## config.mk

```make
export PLATFORM = sky130hd
export DESIGN_NAME = writeback_arbiter_flat
export DESIGN_NICKNAME = d
export VERILOG_FILES = /design/src/rtl/writeback_arbiter_if.sv /design/src/rtl/writeback_arbiter.sv /design/src/flat_wrapper.sv
export SDC_FILE = /design/constraint.sdc
export NUM_CORES = 1
export LEC_CHECK = 0
export ABC_AREA = 0
export CORE_MARGIN = 4
export CORE_UTILIZATION = 41
export CTS_CLUSTER_SIZE = 24
export DETAILED_ROUTE_END_ITERATION = 7
export PLACE_DENSITY = 0.76
export SYNTH_ARGS = -nofsm -noshare
export SYNTH_HDL_FRONTEND = slang
export SYNTH_SLANG_ARGS = --single-unit
```

## constraint.sdc

```tcl
create_clock -name clk -period 1.4 [get_ports clk]
set_input_delay 0.28 -clock clk [delete_from_list [all_inputs] [get_ports clk]]
set_output_delay 0.28 -clock clk [all_outputs]
set_load 0.02 [all_outputs]
```

## src/rtl/writeback_arbiter_if.sv

```systemverilog
// Writeback handshake bundle: ALU/LSU result offers in,
// register file write port and retire pulses out.
interface writeback_arbiter_if #(
  parameter int XLEN = 32
);
  logic            alu_valid;
  logic            alu_ready;
  logic [4:0]      alu_rd;
  logic [XLEN-1:0] alu_val;
  logic            lsu_valid;
  logic            lsu_ready;
  logic [4:0]      lsu_rd;
  logic [XLEN-1:0] lsu_val;
  logic            w0en;
  logic [4:0]      w0addr;
  logic [XLEN-1:0] w0val;
  logic            retire_alu;
  logic            retire_lsu;
  logic [4:0]      retire_rd;

  modport master (
    output alu_valid, alu_rd, alu_val,
    output lsu_valid, lsu_rd, lsu_val,
    input  alu_ready, lsu_ready,
    input  w0en, w0addr, w0val,
    input  retire_alu, retire_lsu, retire_rd
  );

  modport slave (
    input  alu_valid, alu_rd, alu_val,
    input  lsu_valid, lsu_rd, lsu_val,
    output alu_ready, lsu_ready,
    output w0en, w0addr, w0val,
    output retire_alu, retire_lsu, retire_rd
  );
endinterface

```

## src/rtl/writeback_arbiter.sv

```systemverilog
// Writeback arbiter: one-entry ALU hold buffer, unbuffered LSU path,
// starvation-guarded arbitration, registered RF write + retire pulses.
// Ports: clk, rst (async active-low), flush, bus (slave modport).
module writeback_arbiter #(
  parameter int XLEN         = 32,
  parameter int STARVE_LIMIT = 3
) (
  input logic                clk,
  input logic                rst,
  input logic                flush,
  writeback_arbiter_if.slave bus
);
  localparam int CW = $clog2(STARVE_LIMIT + 1);

  logic            r_hold_v;
  logic [4:0]      r_hold_rd;
  logic [XLEN-1:0] r_hold_val;
  logic [CW-1:0]   r_cnt;

  logic            r_w0en;
  logic [4:0]      r_w0addr;
  logic [XLEN-1:0] r_w0val;
  logic            r_ret_alu;
  logic            r_ret_lsu;
  logic [4:0]      r_ret_rd;

  logic            w_starved;
  logic            w_grant_hold;
  logic            w_grant_lsu;
  logic            w_grant;
  logic            w_alu_load;
  logic [4:0]      w_sel_rd;
  logic [XLEN-1:0] w_sel_val;

  assign w_starved = (r_cnt == CW'(STARVE_LIMIT));

  // flush removes the hold entry from contention; LSU is unaffected
  always_comb begin
    w_grant_hold = 1'b0;
    w_grant_lsu  = 1'b0;
    if (r_hold_v && !flush &&
        (!bus.lsu_valid || w_starved))
      w_grant_hold = 1'b1;
    else if (bus.lsu_valid)
      w_grant_lsu = 1'b1;
  end

  assign w_grant   = w_grant_hold | w_grant_lsu;
  assign w_sel_rd  = w_grant_hold ? r_hold_rd : bus.lsu_rd;
  assign w_sel_val = w_grant_hold ? r_hold_val : bus.lsu_val;

  assign bus.alu_ready =
    !flush && (!r_hold_v || w_grant_hold);
  assign bus.lsu_ready = w_grant_lsu;

  assign w_alu_load = bus.alu_valid && bus.alu_ready;

  always_ff @(posedge clk or negedge rst) begin
    if (!rst) begin
      r_hold_v   <= 1'b0;
      r_hold_rd  <= '0;
      r_hold_val <= '0;
    end else if (flush) begin
      r_hold_v <= 1'b0;
    end else if (w_alu_load) begin
      r_hold_v   <= 1'b1;
      r_hold_rd  <= bus.alu_rd;
      r_hold_val <= bus.alu_val;
    end else if (w_grant_hold) begin
      r_hold_v <= 1'b0;
    end
  end

  always_ff @(posedge clk or negedge rst) begin
    if (!rst)
      r_cnt <= '0;
    else if (flush || w_grant_hold || !r_hold_v)
      r_cnt <= '0;
    else if (w_grant_lsu && !w_starved)
      r_cnt <= r_cnt + 1'b1;
  end

  always_ff @(posedge clk or negedge rst) begin
    if (!rst) begin
      r_w0en    <= 1'b0;
      r_w0addr  <= '0;
      r_w0val   <= '0;
      r_ret_alu <= 1'b0;
      r_ret_lsu <= 1'b0;
      r_ret_rd  <= '0;
    end else begin
      r_w0en    <= w_grant && (w_sel_rd != 5'd0);
      r_ret_alu <= w_grant_hold;
      r_ret_lsu <= w_grant_lsu;
      if (w_grant) begin
        r_w0addr <= w_sel_rd;
        r_w0val  <= w_sel_val;
        r_ret_rd <= w_sel_rd;
      end
    end
  end

  assign bus.w0en       = r_w0en;
  assign bus.w0addr     = r_w0addr;
  assign bus.w0val      = r_w0val;
  assign bus.retire_alu = r_ret_alu;
  assign bus.retire_lsu = r_ret_lsu;
  assign bus.retire_rd  = r_ret_rd;
endmodule

```

## src/flat_wrapper.sv

```systemverilog
// flat-port wrapper written by rule: the top's interface ports become plain ports
module writeback_arbiter_flat 
#(
  parameter int XLEN         = 32,
  parameter int STARVE_LIMIT = 3
)
  (clk, rst, flush, bus_alu_valid, bus_alu_rd, bus_alu_val, bus_lsu_valid, bus_lsu_rd, bus_lsu_val, bus_alu_ready, bus_lsu_ready, bus_w0en, bus_w0addr, bus_w0val, bus_retire_alu, bus_retire_lsu, bus_retire_rd);
  writeback_arbiter_if #(.XLEN(XLEN)) bus_i ();
  input logic clk;
  input logic rst;
  input logic flush;
  input wire logic [$bits(bus_i.alu_valid)-1:0] bus_alu_valid;
  input wire logic [$bits(bus_i.alu_rd)-1:0] bus_alu_rd;
  input wire logic [$bits(bus_i.alu_val)-1:0] bus_alu_val;
  input wire logic [$bits(bus_i.lsu_valid)-1:0] bus_lsu_valid;
  input wire logic [$bits(bus_i.lsu_rd)-1:0] bus_lsu_rd;
  input wire logic [$bits(bus_i.lsu_val)-1:0] bus_lsu_val;
  output wire logic [$bits(bus_i.alu_ready)-1:0] bus_alu_ready;
  output wire logic [$bits(bus_i.lsu_ready)-1:0] bus_lsu_ready;
  output wire logic [$bits(bus_i.w0en)-1:0] bus_w0en;
  output wire logic [$bits(bus_i.w0addr)-1:0] bus_w0addr;
  output wire logic [$bits(bus_i.w0val)-1:0] bus_w0val;
  output wire logic [$bits(bus_i.retire_alu)-1:0] bus_retire_alu;
  output wire logic [$bits(bus_i.retire_lsu)-1:0] bus_retire_lsu;
  output wire logic [$bits(bus_i.retire_rd)-1:0] bus_retire_rd;
  assign bus_i.alu_valid = bus_alu_valid;
  assign bus_i.alu_rd = bus_alu_rd;
  assign bus_i.alu_val = bus_alu_val;
  assign bus_i.lsu_valid = bus_lsu_valid;
  assign bus_i.lsu_rd = bus_lsu_rd;
  assign bus_i.lsu_val = bus_lsu_val;
  assign bus_alu_ready = bus_i.alu_ready;
  assign bus_lsu_ready = bus_i.lsu_ready;
  assign bus_w0en = bus_i.w0en;
  assign bus_w0addr = bus_i.w0addr;
  assign bus_w0val = bus_i.w0val;
  assign bus_retire_alu = bus_i.retire_alu;
  assign bus_retire_lsu = bus_i.retire_lsu;
  assign bus_retire_rd = bus_i.retire_rd;
  writeback_arbiter #(.XLEN(XLEN), .STARVE_LIMIT(STARVE_LIMIT)) u_core (.clk(clk), .rst(rst), .flush(flush), .bus(bus_i));
endmodule
```

# After elaboration in Yosys (flattened, before gate mapping)
# Index checks and enable logic that the tools add are counted.
# op_classes
addsub	1
eq_ne	1
mux	10
bitwise_logic	2
reduce_logical	18
# op_table
op	count
two-way mux 32 bit	1
logical AND 1 bit	6
two-way mux 1 bit	6
two-way mux 5 bit	1
nonzero test 5 bit	1
zero test 1 bit	4
logical OR 1 bit	4
two-way mux 2 bit	2
nonzero test 3 bit	1
adder 2 x 1 -> 2 bit (second input constant)	1
equality test 2 bit (second input constant)	1
AND reduction 2 bit	1
nonzero test 2 bit	1
inverter 1 bit	1
OR 1 bit	1
# word_totals
ff_bits	80
in_bits	79
out_inout_bits	47
wordCells	41

# Longest topological paths before layout
# Gate-level depths: netlist of run 1.
# logic_depth
word_depth	9
depth_mapped	6
ltp_nobuf	4

# Worst setup path before layout of run 1
# Ideal clock, no wire load.
# synth_path
kind	register to output
start	register u_core.r_cnt[0]
end	output port bus_lsu_ready
arrival_ps	1424
required_time_ps	1120
setup_slack_ps	-304
path_stages_with_launch	7
path_cell_list	dfrtp_1 > ha_1 > and2b_1 > buf_4 > nor2_8 > buf_6 > nor2b_1
# synth_via
elab_chain_cells	4
# synth_lines
element	line	rtl
start: declaration	writeback_arbiter.sv:18	logic [CW-1:0] r_cnt;
start signal: assignment	writeback_arbiter.sv:80	r_cnt <= r_cnt + 1'b1;
equality test 2 bit	writeback_arbiter.sv:35	assign w_starved = (r_cnt == CW'(STARVE_LIMIT));
logical OR 1 bit	writeback_arbiter.sv:42	(!bus.lsu_valid || w_starved))
logical AND 1 bit	writeback_arbiter.sv:41	if (r_hold_v && !flush &&
two-way mux 1 bit	writeback_arbiter.sv:41	
end: declaration	flat_wrapper.sv:19	output wire logic [$bits(bus_i.lsu_ready)-1:0] bus_lsu_ready;
# Every way passes these cells.

# Worst setup path after layout of run 1
# Same ends and word-level chain as after synthesis.

==> results of run 1 <==
per-layer routing:
metal,track usage,wire (µm),up-vias
li1,-,-,1347
met1,0.2899,4720,1518
met2,0.3476,5620,129
met3,0.03994,836,6
met4,0.05624,36,0
met5,0,0,-
power groups by stage:
stage	clock network, mW	registers [mW]	logic, mW
2_1_floorplan	0	2.97	0.619
3_3_place_gp	0	2.84	1.45
3_5_place_dp	0	2.86	1.47
4_1_cts	1.75	2.81	1.50
5_1_grt	1.87	2.86	1.63
6_report	1.72	2.83	1.53
cell usage after synthesis, drive strengths merged, types with 4 or more instances:
master,number
nand2,32
dfrtp,80
clkbuf,4
nand3,5
a221o,32
a31oi,5
o21ai,5
buf,26
nor2,4
a21oi,34
mux2,37
nor3,6
worst register-to-register path, cell delays in order (launching register included):
cell and delay, ns:
sky130_fd_sc_hd__dfrtp_1 0.40, sky130_fd_sc_hd__ha_2 0.18, sky130_fd_sc_hd__buf_4 0.13, sky130_fd_sc_hd__nand3b_1 0.18, sky130_fd_sc_hd__nand3b_1 0.15, sky130_fd_sc_hd__buf_6 0.17, sky130_fd_sc_hd__clkbuf_16 0.17, sky130_fd_sc_hd__mux2_4 0.30
registers in the layout, indices dropped and copies added (netlist names):
| name | count |
|---|---|
| u_core.r_cnt | 2 |
| u_core.bus.w0addr | 5 |
| u_core.bus.w0en | 1 |
| u_core.r_hold_rd | 5 |
| u_core.bus.retire_alu | 1 |
| u_core.bus.w0val | 32 |
| u_core.r_hold_v | 1 |
| u_core.r_hold_val | 32 |
| u_core.bus.retire_lsu | 1 |
cell type report:
class | instances | area, µm² | share of cell area
inverter | 1 | 3.754 | 0.0006645
clock buffer | 11 | 141.4 | 0.02503
sequential | 80 | 2002 | 0.3544
clock inverter | 5 | 56.30 | 0.009967
timing repair buffer | 164 | 1814 | 0.3212
tap | 105 | 131.4 | 0.02326
multi-input combinational | 173 | 1498 | 0.2651
antenna | 1 | 2.502 | 0.0004430
worst max-delay path by stage:
stage | start | end | slack, ns | cells after the start
after floorplan | u_core.r_cnt[0]$_DFFE_PN0P_ | u_core.r_hold_val[10]$_DFFE_PN0P_ | -0.11 | 6
after detailed placement | flush | bus_lsu_ready | -0.67 | 5
after global placement | flush | bus_lsu_ready | -0.66 | 5
after global routing | u_core.r_cnt[0]$_DFFE_PN0P_ | u_core.r_hold_val[20]$_DFFE_PN0P_ | -0.47 | 7
final | u_core.r_cnt[0]$_DFFE_PN0P_ | bus_lsu_ready | -0.40 | 5
after CTS | u_core.r_cnt[0]$_DFFE_PN0P_ | bus_alu_ready | -0.44 | 5
placed cells by master (no fill, tap or decap), drive strengths merged, types with 6 or more instances in the layout:
| master | synthesis | final |
|---|---|---|
| a21oi | 34 | 34 |
| mux2 | 37 | 37 |
| nor3 | 6 | 6 |
| nand2 | 32 | 32 |
| clkbuf | 4 | 13 |
| clkdlybuf4s50 | 0 | 76 |
| dfrtp | 80 | 80 |
| dlygate4sd2 | 0 | 44 |
| buf | 26 | 40 |
| a221o | 32 | 32 |
cells by family after synthesis:
kind of cell             share of synthesized area
multiplexers                                0.1472
AO/OA/AOI/OAI                               0.1570
buffers and inverters                      0.05812
AND/OR/NAND/NOR                            0.07727
adder cells (fa/ha/maj)                   0.003480
flip-flops                                  0.5569
timing repair:
action | in CTS | in global routing
endpoints found under the hold margin | 80 | 0
pin swaps | 5 | 7
endpoints found under the setup margin | 124 | 81
gates cloned | 8 | 3
gates resized for setup | 80 | 16
hold buffers | 1 | 0
setup buffers | 7 | 2
==> metrics list, run 1 <==
* Outcome: finished, violations left
- The checks that failed: setup timing.
- Peak VDD IR: 586.4 µV
- Worst reg2reg path depth: 7
- Clock root buffer: sky130_fd_sc_hd__clkbuf_8
* Maximum number of pins on one net before global-route repair: 81
- Worst path buffer plus inverter count: 1
- Overall track demand over capacity in global routing: 0.2120
- Total routed wirelength: 11.21 mm
- Number of cells on the worst hold path: 4
* Clock power frac: 0.283
- For hold timing, the worst endpoint is u_core.bus.retire_lsu$_DFF_PN0_.
- The tightest min-delay check is of the primary input to flip-flop type.
* # nets final: 509
- Summing all placed instances gives a cell area of 0.005032 mm².
- Detailed placement finished with a half-perimeter wire length of 6.634 mm.
- Sequential cell fraction of total power: 0.465
* First-pass GRT wire length: 16.73 mm
- Switching power total: 1.721 mW
- Pins Over Slew Limit: 0
- In the final timing run, aggregate negative setup slack is -24.39 ns.
- Internal power comes to 4.363 mW.
* DR vias/cell: 5.556
- Sinks on the clock net: 80
- Bufs on Longest Clock Path: 2
- In this run the power density over the cells is 1077 mW/mm².
- Inserted Clock Buffers: 9
* Combinational power share: 0.252
* IO Pins: 126
- Number of rows created at floorplan: 33
* Detailed-routing iteration count for the pre-antenna-repair pass: 4
- Post-Syn Area: 0.003595 mm²
- Cell accounting for the most synthesized area: sky130_fd_sc_hd__dfrtp_1
* Worst EP arrival: 1.52 ns
* Post-route fraction of the period consumed by the critical path: 1.289
* Number of synthesized register bits: 80
- Number of DRC violations after detailed-routing iteration 0: 136
- After layout, the worst setup slack is -0.4049 ns.
- At the later pin of the worst-skew pair, clock insertion delay measures 0.34 ns.
- Once detail routing completed, the nets flagged for antenna violations numbered 0.
* Number of distinct library cell variants in the gate-level netlist after synthesis: 28
- The layout has 618 filler cells.
- Data required time at the worst endpoint: 1.12 ns
- Max Cap Viol: 0
* Tmin final: 1.805 ns
* Total via count in the routed design: 3,000
* Initial cell density of the core: 0.4289
- Derived from the worst setup path, the maximum achievable clock frequency is 554.1 MHz.
* Setup repair after global routing missed its margin: yes
- Type of the worst setup path: flip-flop to output port
* Crit path max-delay family: simple AND/OR/NAND/NOR gates
- Slowest stage delay, CP: 0.40 ns
- The core region is 0.008382 mm².
- The worst pin sits at a relative slew slack of 0.7116.
* Setup-failing EPs final: 73
- In this run the horizontal extent of the chip is 101.6 µm.
- In this run the worst path has a maximum fanout of 3.
* Routed len/inst: 20.77 µm
- Maximum level of the CTS H-tree: 3
- Overall power consumption after layout is estimated at 6.084 mW.
- DRC: 0
- The worst setup path is launched from a flip-flop.
- The startpoint identified for the worst register-to-register timing path is u_core.r_cnt[0]$_DFFE_PN0P_.
- Transition time of the tightest slew-check pin: 0.4325 ns
- Measured along the y axis, the die boundary spans 101.6 µm.
* Total non-filler cell area in the finished layout: 0.005649 mm²
- In the synthesized netlist, the number of instances is 284.
- Kind of capture point of the worst setup path: output port
- At the end of the flow the core is filled with cells to 0.6740.
- During placement, the flow inserted port buffers numbering 125.
- Worst setup skew after layout: 0.008658 ns
* Number of enable-type register cells in the synthesized netlist: 0
- Averaged over all synthesized cells, the footprint is 12.66 µm².
- Clock-pin slew was measured on the worst setup and hold paths at 0.08 ns.
- Number of warning messages in the yosys log: 0
* Leakage power figure: 2.634 nW
- Count of placed standard cells including taps: 504
* Number of standard cells in the layout, taps in and fillers out: 540
* Vias in the first global route: 3,086
* Overall die area: 0.01033 mm²
- Layout cell share with drive strength beyond 1: 0.2558
- From synthesis to final layout, the design area changed by 57.15%.
- The number of hold-slack violations in the final timing report came to 0.
* Main flop type after synthesis: sky130_fd_sc_hd__dfrtp_1
- TritonCTS built the clock tree.
- Across all hold checks on the routed design, the worst slack comes to 0.4521 ns.
- The number of antenna violations at the first check in global routing is 1.
* Slowest cell on the critical path: sky130_fd_sc_hd__dfrtp_1
* Main area contributors after synthesis: sky130_fd_sc_hd__dfrtp_1 56%, sky130_fd_sc_hd__mux2_4 13%, sky130_fd_sc_hd__a221o_1 8.9%
* Portion of the post-synthesis area used by sequential elements: 0.5569
* Routability Congestion: 0.7739
- Share of async-settable or async-resettable flops after synthesis: 1.000
- Reg-to-Reg End: u_core.r_hold_val[20]$_DFFE_PN0P_
- In this run the most critical hold path is launched from bus_lsu_valid.
- Net Count, Synth: 364
- Traced cell by cell, the critical path runs through ha_2 > and2b_4 > nor2_8 > nor2b_4 > buf_6.
- The share of synthesized area in the top cell type comes to 0.5569.
- OpenSTA, run right after detailed placement, puts the worst setup slack at -0.6663 ns.
* GRT overflow: 0
* Fraction of power spent switching nets: 0.2828
* Worst reg2reg setup slack: -0.40 ns
No activity file was read; power rests on OpenSTA's default activity.
==> run 2: changes to the inputs <==
--- a/config.mk
+++ b/config.mk
@@ -8,7 +8,7 @@
 export ABC_AREA = 0
 export CORE_MARGIN = 4
 export CORE_UTILIZATION = 41
-export CTS_CLUSTER_SIZE = 24
+export CTS_CLUSTER_SIZE = 30
 export DETAILED_ROUTE_END_ITERATION = 7
 export PLACE_DENSITY = 0.76
 export SYNTH_ARGS = -nofsm -noshare
==> results of run 2 <==
Final layout, timing and power as in run 1 (identical DEF).
==> run 3: changes to the inputs <==
--- a/config.mk
+++ b/config.mk
@@ -11,6 +11,7 @@
 export CTS_CLUSTER_SIZE = 30
 export DETAILED_ROUTE_END_ITERATION = 7
 export PLACE_DENSITY = 0.76
+export SETUP_SLACK_MARGIN = 0.2
 export SYNTH_ARGS = -nofsm -noshare
 export SYNTH_HDL_FRONTEND = slang
 export SYNTH_SLANG_ARGS = --single-unit
==> run 3 against run 2 <==
  * The run still ends with setup timing left
  * Final cell count grew 5.0%
  * Worst hold slack got worse by 0.12 ns
  * Critical path type unchanged
  * First-iteration DRC count decreased by 0.74%
  * Count of clock-buffer cells in the layout stayed put
  * Global-route usage is 1.0 points higher
  * Clock power is essentially flat
  * Core utilization grew 3.0 points
  * Critical endpoint is now bus_alu_ready
  * Non-clock buffer count up 27
  * Largest cell class is now buffers
==> metrics list, run 3 (same netlist as run 1, synthesis figures left out) <==
- The run finished, with violations left.
- Violations in the final reports: setup timing
- The number of pins with negative max-slew slack in the final report was 0.
- DR vias/cell: 5.453
* Reg-to-Reg End: u_core.bus.w0val[24]$_DFFE_PN0P_
- Across every metal layer, demand over resource in global routing totals 0.2222.
* Sinks on the clock net: 80
- The worst setup path is launched from a flip-flop.
* Count of placed standard cells including taps: 500
* Type of the worst setup path: flip-flop to output port
- In this run the tightest slew margin relative to its limit is 0.6170.
- Wire segments on met3 add up to 939 µm in the final route.
- The kind of cell with the highest combined delay along the critical path is flip-flops.
- First-pass GRT wire length: 17.46 mm
- Number of nets still failing antenna checks after routing: 0
- Final worst setup slack: -0.4139 ns
- Commonest cells after routing, fill and taps aside: 80 x sky130_fd_sc_hd__dfrtp_1, 76 x sky130_fd_sc_hd__clkdlybuf4s50_1, 44 x sky130_fd_sc_hd__buf_6
* Number of rows created at floorplan: 33
- After global routing the overflow that remains totals 0.
- Slowest cell on the critical path: sky130_fd_sc_hd__dfrtp_1
* Kind of capture point of the worst setup path: output port
* Power, Total: 6.336 mW
- The initial utilization of the core area, before any placement, comes to 0.4289.
- Routability Congestion: 0.7897
* Total routed wirelength: 11.50 mm
- The detailed router put a total of 4.759 mm of wire on met1.
- For this block, the initial DRC count from the detailed router was 135.
- Worst reg2reg path depth: 7
- Once layout is complete, the cells apart from fillers number 567.
* Area of the core: 0.008382 mm²
- The floorplan step set the die height to 101.6 µm.
- The number of hold-slack violations in the final timing report is 0.
- The via count of the first global-routing pass was 3,091.
* Leakage power figure: 2.758 nW
- Setup repair after global routing could not meet its margin everywhere.
- Most frequent cell on the critical path: sky130_fd_sc_hd__buf_6
* Data required time at the worst endpoint: 1.12 ns
* IO Pins: 126
- # nets final: 537
- The number of antenna diodes in the final layout is 0.
- CTS clk-pin slew, worst paths: 0.08 ns
- Clk Latency, worst-skew pair: 0.34 ns
- The tree is rooted in a sky130_fd_sc_hd__clkbuf_8.
* Area growth from synthesis to final layout: 64.22%
- Traced cell by cell, the critical path runs through ha_2 > and2b_2 > buf_6 > a21oi_4 > buf_6.
- Max Fclk: 551.3 MHz
- Worst setup skew after layout: 0.005698 ns
- Entering global routing, the biggest net connects 68 pins.
- Total via count in the routed design: 3,092
- Detailed-placement wirelength estimate: 6.614 mm
- Worst-path maximum fanout: 3
- The number of antenna violations at the first check in global routing came to 0.
- Input and output buffers added on the ports amount to 125.
- Tmin final: 1.814 ns
- Measured on the finished design, the core utilization comes to 0.7043.
- Before CTS, the worst setup slack after placement is -0.6917 ns.
- Worst path buffer plus inverter count: 2
* Maximum level of the CTS H-tree: 3
* Commonest non-fill, non-tap cell in the layout: sky130_fd_sc_hd__dfrtp_1
* Peak VDD IR: 674.5 µV
* Reg2reg start: u_core.r_cnt[0]$_DFFE_PN0P_
- The first detailed-routing pass ran for 5 iterations.
- Fill cell count: 606
- After detailed routing, the met2 layer carries 5.690 mm of wire.
* Chip Width: 101.6 µm
- In the final layout, the share of cells above drive strength 1 is 0.3961.
* CTS tree: built
* Worst reg2reg setup slack: -0.34 ns
* Min-delay worst type: primary input to async pin
- In the finished design, the share of the clock period the worst path needs comes to 1.296.
- For the pin with the worst max-slew slack, the measured transition is 0.5732 ns.
* Inserted Clock Buffers: 9
- Slowest stage delay, CP: 0.36 ns
- In this run the power density over the cells is 1073 mW/mm².
- Hold Slack: 0.3295 ns
- DRC: 0
- Bufs on Longest Clock Path: 2
- After detailed routing, the average wire length per cell comes to 20.28 µm.
- Overall die area: 0.01033 mm²
* Highest routed layer: met4
* Setup-failing EPs final: 79
- Worst EP arrival: 1.53 ns
- The tool flagged a number of max-cap violations equal to 0.
## run 3: cell types whose count changed in the layout (fill, tap and decap cells not counted), sizes merged
cell | before | now
buf | 40 | 114
clkbuf | 13 | 11
clkdlybuf4s15 | 1 | 0
diode | 1 | 0
dlygate4sd2 | 44 | 0
nor2 | 4 | 5
## run 3: how the worst max path moves through the flow
stage | from | to | cells past startpoint | slack, ns
floorplan | u_core.r_cnt[0]$_DFFE_PN0P_ | u_core.r_hold_val[10]$_DFFE_PN0P_ | 6 | -0.11
global placement | flush | bus_lsu_ready | 5 | -0.67
detailed placement | flush | bus_lsu_ready | 5 | -0.69
CTS | u_core.r_cnt[0]$_DFFE_PN0P_ | bus_alu_ready | 5 | -0.44
global route | u_core.r_cnt[0]$_DFFE_PN0P_ | bus_alu_ready | 5 | -0.47
finish | u_core.r_cnt[0]$_DFFE_PN0P_ | bus_alu_ready | 5 | -0.41
## run 3: cell type report
type	count	area, µm²	area share
Clock buffer	11	141.4	0.02395
Clock inverter	5	56.30	0.009538
Inverter	1	3.754	0.0006359
Multi-Input combinational cell	174	1526	0.2586
Sequential cell	80	2002	0.3391
Tap cell	105	131.4	0.02226
Timing Repair Buffer	191	2042	0.3459
## run 3: timing repair
action,in CTS,in global routing
gates cloned,9,0
hold buffers,1,0
hold endpoints to repair,13,0
resized for setup,246,63
pin swaps,17,8
setup buffers,13,28
endpoints found under the setup margin,125,120
## run 3: metrics by stage
stage	TNS, ns	instance area [µm²]
4_1_cts	-19.09	5489
2_1_floorplan	-4.999	3657
5_1_grt	-24.60	5903
3_3_place_gp	-36.64	5014
3_5_place_dp	-39.15	5014
6_report	-20.45	5903
## run 3: worst register-to-register path, stage by stage (launching register included)
cell	delay, ns
sky130_fd_sc_hd__dfrtp_1	0.39
sky130_fd_sc_hd__ha_2	0.18
sky130_fd_sc_hd__and2b_2	0.28
sky130_fd_sc_hd__nor2_8	0.05
sky130_fd_sc_hd__buf_8	0.15
sky130_fd_sc_hd__buf_12	0.13
sky130_fd_sc_hd__buf_16	0.13
sky130_fd_sc_hd__a221o_1	0.31
## run 3: power by group
| part | switching, mW | internal, mW |
|---|---|---|
| clock | 0.831 | 0.871 |
| combinational | 0.716 | 1.07 |
| sequential | 0.224 | 2.62 |
| total | 1.77 | 4.57 |
## run 3: per-layer routing
metal  track usage  vias up
met1        0.3056     1531
met3       0.06061       12
met5             0        -
met2        0.3576      147
li1              -     1402
met4       0.04090        0
